==> config.mk <==
export PLATFORM = sky130hd
export DESIGN_NAME = mem_arbiter_rr
export DESIGN_NICKNAME = d
export VERILOG_FILES = /design/src/rtl/mem_arbiter_rr_pkg.sv /design/src/rtl/mem_arbiter_rr_picker.sv /design/src/rtl/mem_arbiter_rr.sv
export SDC_FILE = /design/constraint.sdc
export NUM_CORES = 1
export LEC_CHECK = 0
export ABC_AREA = 1
export CORE_AREA = 2 2 534 536
export CTS_CLUSTER_DIAMETER = 80
export DETAILED_ROUTE_END_ITERATION = 8
export DIE_AREA = 0 0 536 538
export PLACE_DENSITY_LB_ADDON = 0.2
export SKIP_LAST_GASP = 1
export SLEW_MARGIN = 10
export SYNTH_ARGS = -nofsm -noshare
export SYNTH_HDL_FRONTEND = slang
export SYNTH_SLANG_ARGS = --single-unit
==> constraint.sdc <==
create_clock -name clk -period 2.12 [get_ports clk]
set_clock_uncertainty 0.05 [all_clocks]
set_input_delay 0.424 -clock clk [delete_from_list [all_inputs] [get_ports clk]]
set_output_delay 0.424 -clock clk [all_outputs]
set_load 0.02 [all_outputs]
==> src/rtl/mem_arbiter_rr_pkg.sv <==
// -----------------------------------------------------------------------------
// mem_arbiter_rr_pkg
//
// Shared types and constants for the N-channel cacheline memory arbiter.
//   llc_cacheline  : one last-level-cache line (256 bits)
//   arb_state_t    : arbiter control states (IDLE, BUSY, DONE)
//   ARB_MODE_RR    : round-robin selection
//   ARB_MODE_FIXED : fixed priority, channel 0 highest
//   idx_width()    : width of a channel index, never less than one bit
// -----------------------------------------------------------------------------
package mem_arbiter_rr_pkg;

  localparam int LLC_LINE_W = 256;

  typedef logic [LLC_LINE_W-1:0] llc_cacheline;

  typedef enum logic [1:0] {
    IDLE = 2'd0,
    BUSY = 2'd1,
    DONE = 2'd2
  } arb_state_t;

  localparam int ARB_MODE_RR    = 0;
  localparam int ARB_MODE_FIXED = 1;

  // A single channel still needs a 1-bit index so the grant port never
  // collapses to zero width.
  function automatic int idx_width(input int n);
    return (n <= 2) ? 1 : $clog2(n);
  endfunction

endpackage

==> src/rtl/mem_arbiter_rr_picker.sv <==
// -----------------------------------------------------------------------------
// rr_priority_picker
//
// Purely combinational winner selection for the memory arbiter.
//   MODE = ARB_MODE_RR    : first set request searching upward from ptr,
//                           wrapping from NUM_CH-1 back to 0.
//   MODE = ARB_MODE_FIXED : lowest set request index; ptr is ignored.
//
// Ports
//   req    in  NUM_CH  request vector, one bit per channel
//   ptr    in  IDX_W   round-robin starting index (must be < NUM_CH)
//   winner out IDX_W   selected channel (0 when nothing is requested)
//   valid  out 1       at least one request present
// -----------------------------------------------------------------------------
module rr_priority_picker
  import mem_arbiter_rr_pkg::*;
#(
  parameter int NUM_CH = 2,
  parameter int MODE   = ARB_MODE_RR,
  localparam int IDX_W = idx_width(NUM_CH)
) (
  input  logic [NUM_CH-1:0] req,
  input  logic [IDX_W-1:0]  ptr,
  output logic [IDX_W-1:0]  winner,
  output logic              valid
);

  assign valid = |req;

  // Both searches walk from the lowest priority candidate to the highest so
  // that the final assignment in the loop is the true winner.
  always_comb begin
    int idx;
    idx    = 0;
    winner = '0;
    if (MODE == ARB_MODE_FIXED) begin
      for (int k = NUM_CH - 1; k >= 0; k--) begin
        if (req[IDX_W'(k)]) begin
          winner = IDX_W'(k);
        end
      end
    end else begin
      for (int k = NUM_CH - 1; k >= 0; k--) begin
        // ptr is always below NUM_CH, so one conditional subtract wraps.
        idx = int'(ptr) + k;
        if (idx >= NUM_CH) begin
          idx = idx - NUM_CH;
        end
        if (req[IDX_W'(idx)]) begin
          winner = IDX_W'(idx);
        end
      end
    end
  end

endmodule

==> src/rtl/mem_arbiter_rr.sv <==
// -----------------------------------------------------------------------------
// mem_arbiter_rr
//
// Arbitrates NUM_CH per-channel L2 caches onto a single cacheline adaptor.
// One read or write line transaction is outstanding at a time; the grant is
// held until pmem_resp, followed by one quiet DONE cycle so the finished
// requester can drop its request before the next arbitration.
//
// Parameters
//   NUM_CH  number of channels (2..8)
//   LINE_W  cacheline width
//   ADDR_W  address width
//   MODE    ARB_MODE_RR (round-robin) or ARB_MODE_FIXED (channel 0 highest)
//
// Ports
//   clk           in   rising-edge clock
//   rst           in   synchronous active-high reset
//   ch_read       in   NUM_CH         per-channel line read request
//   ch_write      in   NUM_CH         per-channel line write request
//   ch_address    in   NUM_CH*ADDR_W  channel i at [i*ADDR_W +: ADDR_W]
//   ch_wdata      in   NUM_CH*LINE_W  channel i at [i*LINE_W +: LINE_W]
//   ch_rdata      out  LINE_W         read line, broadcast to every channel
//   ch_resp       out  NUM_CH         one-hot completion to granted channel
//   pmem_read     out  read request to the adaptor
//   pmem_write    out  write request to the adaptor
//   pmem_address  out  granted channel's address
//   pmem_wdata    out  granted channel's write line
//   pmem_rdata    in   line returned by the adaptor
//   pmem_resp     in   adaptor completion
//   arb_grant     out  current / last granted channel
//   arb_busy      out  high while a transaction is outstanding
// -----------------------------------------------------------------------------
module mem_arbiter_rr
  import mem_arbiter_rr_pkg::*;
#(
  parameter int NUM_CH = 2,
  parameter int LINE_W = 256,
  parameter int ADDR_W = 32,
  parameter int MODE   = ARB_MODE_RR,
  localparam int IDX_W = idx_width(NUM_CH)
) (
  input  logic                     clk,
  input  logic                     rst,
  input  logic [NUM_CH-1:0]        ch_read,
  input  logic [NUM_CH-1:0]        ch_write,
  input  logic [NUM_CH*ADDR_W-1:0] ch_address,
  input  logic [NUM_CH*LINE_W-1:0] ch_wdata,
  output logic [LINE_W-1:0]        ch_rdata,
  output logic [NUM_CH-1:0]        ch_resp,
  output logic                     pmem_read,
  output logic                     pmem_write,
  output logic [ADDR_W-1:0]        pmem_address,
  output logic [LINE_W-1:0]        pmem_wdata,
  input  logic [LINE_W-1:0]        pmem_rdata,
  input  logic                     pmem_resp,
  output logic [IDX_W-1:0]         arb_grant,
  output logic                     arb_busy
);

  arb_state_t         state_reg,  state_next;
  logic [IDX_W-1:0]   grant_reg,  grant_next;
  logic [IDX_W-1:0]   rr_ptr_reg, rr_ptr_next;

  logic [NUM_CH-1:0]  req;
  logic [IDX_W-1:0]   pick_winner;
  logic               pick_valid;

  logic [ADDR_W-1:0]  addr_arr  [NUM_CH];
  logic [LINE_W-1:0]  wdata_arr [NUM_CH];

  // ---------------------------------------------------------------------------
  // Unpack the flat per-channel buses so the grant can index them directly.
  // ---------------------------------------------------------------------------
  for (genvar gi = 0; gi < NUM_CH; gi++) begin : g_unpack
    assign addr_arr[gi]  = ch_address[gi*ADDR_W +: ADDR_W];
    assign wdata_arr[gi] = ch_wdata[gi*LINE_W +: LINE_W];
  end

  assign req = ch_read | ch_write;

  rr_priority_picker #(
    .NUM_CH (NUM_CH),
    .MODE   (MODE)
  ) u_picker (
    .req    (req),
    .ptr    (rr_ptr_reg),
    .winner (pick_winner),
    .valid  (pick_valid)
  );

  // ---------------------------------------------------------------------------
  // State register
  // ---------------------------------------------------------------------------
  always_ff @(posedge clk) begin
    if (rst) begin
      state_reg  <= IDLE;
      grant_reg  <= '0;
      rr_ptr_reg <= '0;
    end else begin
      state_reg  <= state_next;
      grant_reg  <= grant_next;
      rr_ptr_reg <= rr_ptr_next;
    end
  end

  // ---------------------------------------------------------------------------
  // Next state and request/response outputs
  // ---------------------------------------------------------------------------
  always_comb begin
    state_next  = state_reg;
    grant_next  = grant_reg;
    rr_ptr_next = rr_ptr_reg;
    pmem_read   = 1'b0;
    pmem_write  = 1'b0;
    ch_resp     = '0;

    unique case (state_reg)
      IDLE: begin
        if (pick_valid) begin
          grant_next = pick_winner;
          state_next = BUSY;
        end
      end

      BUSY: begin
        // A channel raising both strobes is treated as a write.
        pmem_write = ch_write[grant_reg];
        pmem_read  = ch_read[grant_reg] & ~ch_write[grant_reg];
        if (pmem_resp) begin
          ch_resp[grant_reg] = 1'b1;
          rr_ptr_next = (grant_reg == IDX_W'(NUM_CH - 1)) ? '0
                                                          : grant_reg + 1'b1;
          state_next  = DONE;
        end
      end

      DONE: begin
        state_next = IDLE;
      end

      default: begin
        state_next = IDLE;
      end
    endcase
  end

  // Address and write data follow the grant at all times; the granted
  // requester holds them stable until its response.
  assign pmem_address = addr_arr[grant_reg];
  assign pmem_wdata   = wdata_arr[grant_reg];
  assign ch_rdata     = pmem_rdata;
  assign arb_grant    = grant_reg;
  assign arb_busy     = (state_reg == BUSY);

  // A granted channel may not withdraw its request before the adaptor
  // answers; the arbiter simply stays in BUSY if it does.
  always_ff @(posedge clk) begin
    if (!rst && state_reg == BUSY && !pmem_resp) begin
      assert (req[grant_reg])
        else $error("mem_arbiter_rr: channel %0d dropped its request while granted",
                    grant_reg);
    end
  end

endmodule

==> After elaboration in Yosys (flattened, before gate mapping) <==
Cells that the tools add are included.
{ "op_classes": {"n_addsub": 4, "n_mul": 0, "div_mod_pow": 0, "magnitude_cmp": 7, "n_eq_ne": 3, "shift": 0, "n_mux": 28, "bitwise": 4, "reduce_logical": 6} }
{ "op_table": {"columns": ["cell", "count"], "rows": [
  ["2-to-1 mux 256 bit", 3],
  ["2-to-1 mux 32 bit", 3],
  ["2-to-1 mux 1 bit", 16],
  ["2-to-1 mux 2 bit", 4],
  ["less-than comparator 1 x 3 -> 1 bit (second input constant)", 2],
  ["AND reduction 2 bit", 3],
  [">= comparator 2 bit (second input constant)", 2],
  ["inequality test 2 bit (second input constant)", 2],
  ["case mux 2 bit (2 select lines)", 1],
  ["adder 1 x 1 -> 2 bit (second input constant)", 1],
  ["equality test 2 x 1 -> 1 bit (second input constant)", 1],
  [">= comparator 1 x 2 -> 1 bit (second input constant)", 1],
  ["logical NOT 2 bit", 1],
  ["less-than comparator 1 x 2 -> 1 bit (second input constant)", 1],
  ["NOT 1 -> 2 bit", 1],
  ["bitwise OR 2 bit", 1],
  ["OR reduction 2 bit", 1],
  ["subtractor 1 bit (second input constant)", 2],
  ["adder 1 bit (second input constant)", 1],
  ["bitwise AND 1 bit", 1],
  ["demux 1 bit (select 1 bit)", 1],
  [">= comparator 1 bit (second input constant)", 1],
  ["logical AND 1 bit", 1],
  ["NOT 1 bit", 1]
]} }
{ "totals": {"reg_bits": 4, "latchBits": 0, "ram_bits": 0, "rom_bits": 0, "out_inout_bits": 550, "mem_count": 0} }

==> Depth between registers and ports, before layout <==
{ "logic_depth": {"word_depth": 8, "mapped_depth": 5} }

==> By module <==
Synthesis repeated with hierarchy kept, for this count alone.
{ "hier_totals": {"cells_unflattened": 1230, "hier_area_um2": 5823.1} }
{ "by_module_without_submodules": {"columns": ["mod", "instances", "cells_each", "area_each_um2", "seq_area_each_um2"], "rows": [
  ["mem_arbiter_rr", 1, 1225, 5804.3, 80.1],
  ["rr_priority_picker", 1, 5, 18.8, 0.0]
]} }

==> Worst setup path before layout <==
Ideal clock, no wire load.
{ "synth_path": {"path_type": "register -> output", "start": "reg state_reg[0]", "end": "out pmem_write", "t_arrival_ns": 1.348, "required_ns": 1.646, "setup_slack_ns": 0.298, "path_stages_with_launch": 4, "n_path_buf": 0, "path_cell_list": "dfxtp_1 > inv_1 > nor2_1 > a21boi_0"} }
{ "synth_via": {"elab_chain_cells": 2} }
{ "synth_lines": {"columns": ["item", "line_no", "source"], "rows": [
  ["start, declared", "mem_arbiter_rr.sv:60", "arb_state_t state_reg, state_next;"],
  ["start signal, assigned", "mem_arbiter_rr.sv:100", "state_reg <= state_next;"],
  ["equality test 2 x 1 -> 1 bit", null, null],
  ["net arb_busy", "mem_arbiter_rr.sv:57", "output logic arb_busy"],
  ["2-to-1 mux 1 bit", "mem_arbiter_rr.sv:117", "unique case (state_reg)"],
  ["end, declared", "mem_arbiter_rr.sv:51", "output logic pmem_write,"]
]} }
The timed path passes the listed nets, and every way through them passes these cells.

==> Worst setup path in the final report <==
{ "layout_path": {"start": "reg grant_reg, in the netlist arb_grant", "end": "out pmem_wdata[29]"} }
{ "layout_via": {"elab_chain_cells": 4} }
{ "layout_lines": {"columns": ["item", "line_no", "source"], "rows": [
  ["start, declared", "mem_arbiter_rr.sv:61", "logic [IDX_W-1:0] grant_reg, grant_next;"],
  ["start signal, assigned", "mem_arbiter_rr.sv:101", "grant_reg <= grant_next;"],
  ["NOT 1 -> 2 bit (not written as such)", "mem_arbiter_rr.sv:150", "assign pmem_wdata = wdata_arr[grant_reg];"],
  ["2-to-1 mux 256 bit (not written as such) (3 in a row)", "mem_arbiter_rr.sv:150", null],
  ["end, declared", "mem_arbiter_rr.sv:53", "output logic [LINE_W-1:0] pmem_wdata,"]
]} }
Every way passes these cells. The select of a mux whose other input is x is not followed.

==> results <==
[stage by stage]
stage / hold slack (ns) / utilization [%] / power, W / worst slack [ns]
after floorplan: 0.3836 / - / 0.001854 / 0.2975
final: 0.4123 / 8.051 / 0.005862 / -0.08381
after global routing: 0.4601 / 8.038 / 0.006210 / -0.1425
after global placement: 0.4033 / 6.807 / 0.005025 / -0.5059
after detailed placement: 0.4112 / 6.807 / 0.004998 / -0.4976
after CTS: 0.4156 / 7.679 / 0.005827 / -0.1974
[per-layer routing]
layer  track usage [%]  wire length [um]
met4             3.171              6923
met2             20.90             89070
met1             11.03             57180
met3             14.49             48470
met5                 0               694
[cells in the final DEF (no fill, tap or decap), types with 2 or more instances in the layout]
cell             count
nor2_1               4
nand2_2            138
buf_8               15
diode_2             19
a21oi_1              3
nand2_8              6
clkbuf_4             2
buf_2               46
nor2_2               2
buf_4               57
clkbuf_2             7
clkdlybuf4s50_1    580
clkdlybuf4s15_2     10
buf_12             197
buf_16              24
bufbuf_16            3
nand2_1            522
inv_1                2
nand2_4            208
dfxtp_1              3
clkbuf_16           14
dlygate4sd2_1        3
buf_6               51
[worst paths after layout]
path | startpoint | end | slack [ns] | cells past startpoint
setup / recovery | arb_grant | pmem_wdata[29] | -0.08 | 9
hold / removal | rr_ptr_reg | rr_ptr_reg | 0.41 | 2
setup reg to reg | arb_grant | rr_ptr_reg | 0.62 | 8
hold reg to reg | rr_ptr_reg | rr_ptr_reg | 0.41 | 2
[power by group]
part	switching, W	leakage, nW	internal, W
combinational	0.00272	8.48	0.00273
sequential	0.00000274	0.0336	0.0000801
clock	0.0000804	0.0383	0.000251
[cell usage after synthesis]
library cell and instances:
a21boi_0 1, nand3b_1 1, dfxtp_1 4, clkbuf_1 1, inv_2 1, nor2_1 6, buf_2 62, inv_1 3
nand2_1 874, buf_4 257, a21oi_1 4, nand3_1 2
[area by class of cell]
| type | count | area [sq um] |
|---|---|---|
| clock buffers | 4 | 78.83 |
| repair inverters | 1 | 20.02 |
| well taps | 3762 | 4707 |
| diodes | 19 | 47.55 |
| multi-input cells | 888 | 5386 |
| fillers | 33220 | 260400 |
| flip-flops and latches | 4 | 83.83 |
| repair buffers | 1007 | 12440 |
| inverters | 4 | 41.29 |
[worst min-delay path, cell delays in order, from the launching register on]
cell and delay, ns:
dfxtp_1 0.30, nand2_1 0.06, a21oi_1 0.05
[cell families (layout without fill, tap and decap cells)]
group                  count (synthesis)  in the layout
AND/OR/NAND/NOR                      883            883
AO/OA/AOI/OAI                          5              5
flip-flops                             4              4
other                                  0             19
buffers and inverters                324           1016
[timing repair]
action	in CTS	in global routing
gates resized for setup	747	451
endpoints found under the setup margin	257	270
cloned	20	12
hold endpoints to repair	0	0
setup buffers	46	8
pin swaps	49	75
==> impl_metrics.csv <==
group,metric,value,unit
cells_and_area,nNetsFinal,2748,
grt,grt_max_degree,44,
detailed_routing,vias,11450,
floorplanning,die_h,538,um
setup_path,crit_chain,"buf_12 > buf_12 > inv_16 > buf_16 > buf_12 > buf_12 > nand2_4 > nand2_4 > buf_12",
setup_path,max_stage_delay,0.34,ns
synthesis,yosys.cell_types.count,12,
floorplanning,rows,196,
setup_path,crit_slowest_cell,"dfxtp_4",
cells_and_area,drive_gt1_share,41.25,%
synthesis,syn-num-nets,2055,
grt,grt_pass1_vias,11260,
pwr,p_leak,8.552,nW
setup_path,cp_max_fo,6,
synthesis,syn_area_per_cell,4.677,sq um
synthesis,synthCells,1216,
timing,finalCritPeriodShare,104.0,%
cts,cts_root_buf,"clkbuf_16",
setup_path,crit_family,"buffers and inverters",
floorplanning,num_io_pins,1389,
floorplanning,dieArea,288400,sq um
cts,numCtsBuffers,3,
floorplanning,core-area,283200,sq um
synthesis,synth_fa_ha_area_share,0,%
cts,clk-insertion-delay-late,0.24,ns
timing,fin_crit,2.204,ns
setup_path,crit_top_cell,"buf_12",
timing,rsz0062_at_grt,"yes",
cts,cts_tree,"done",
run_status,outcome,"finished, violations left",
cts,clkSlewWorstSetupHoldPaths,0.04,ns
synthesis,ys_ff_latch,4,
synthesis,synth-xor-area-share,0,%
cts,clockBufferDepth,2,
timing,worst_slew_pin_slew,0.3481,ns
place,dp_hpwl,185.1,mm
synthesis,synth-seq-area-share,1.408,%
grt,grt_pass1_wl,223.3,mm
grt,antenna_found_initial,190,
synthesis,yosys.area_share.simple,58.39,%
timing,hold_violations,0,
synthesis,ys_warn_count,0,
detailed_routing,routed_wl,202.3,mm
synthesis,synthTopCellsByArea,"nand2_1, buf_4, buf_2",
grt,grt_overflow,0,
run_status,violations,"setup timing",
floorplanning,initial_core_util,2.008,%
place,placed_area,19280,sq um
cts,hold_buffers,0,
synthesis,synth_top_area_share,57.69,%
cells_and_area,area_growth_syn_to_layout,301.0,%
synthesis,synth-compound-area-share,0.4840,%
detailed_routing,drtAntennaViolNets,0,
place,portBuffers,876,
timing,layout_setup_ws,-0.08381,ns
synthesis,synth_largest_area_cell,"nand2_1",
floorplanning,die_w,536,um
job,maxCapViolCount,0,
cells_and_area,instances_no_fill,5689,
place,gp_congestion,0.8950,
setup_path,startpoint_type,"flop",
pwr,powerDensity,257.0,nW/um^2
detailed_routing,firstDrtPassIters,5,
synthesis,syn_area,5687,sq um
timing,slew_violations,0,
synthesis,muxShareOfSynthArea,0,%
synthesis,synth_top_family_by_area,"simple AND/OR/NAND/NOR gates",
grt,track_usage,13.21,%
detailed_routing,drc,0,
cts,cts_sinks,4,
cells_and_area,fin_area,22800,sq um
setup_path,path_class,"flop to output port",
setup_path,cp_num_buf_inv,7,
setup_path,cp.arrival,1.73,ns
cells_and_area,largest_reg_flops,2,
detailed_routing,vias_per_cell,2.013,
timing,max_slew_margin,76.77,%
place,dpl.cell_count,5601,
detailed_routing,drt-wirelength-per-cell,35.57,um
pwr,vdd_drop_max,0.0001674,V
timing,clock.fmax,0.4538,GHz
detailed_routing,first_iter_violations,531,
setup_path,end_kind,"output port",
timing,setup_tns,-1.891,ns
hold_path,hp-class,"flop to flop",
cts,htreeDepth,1,
timing,finalSetupViolations,59,
setup_path,cp.required,1.65,ns
(Power assumes the default switching activity.)
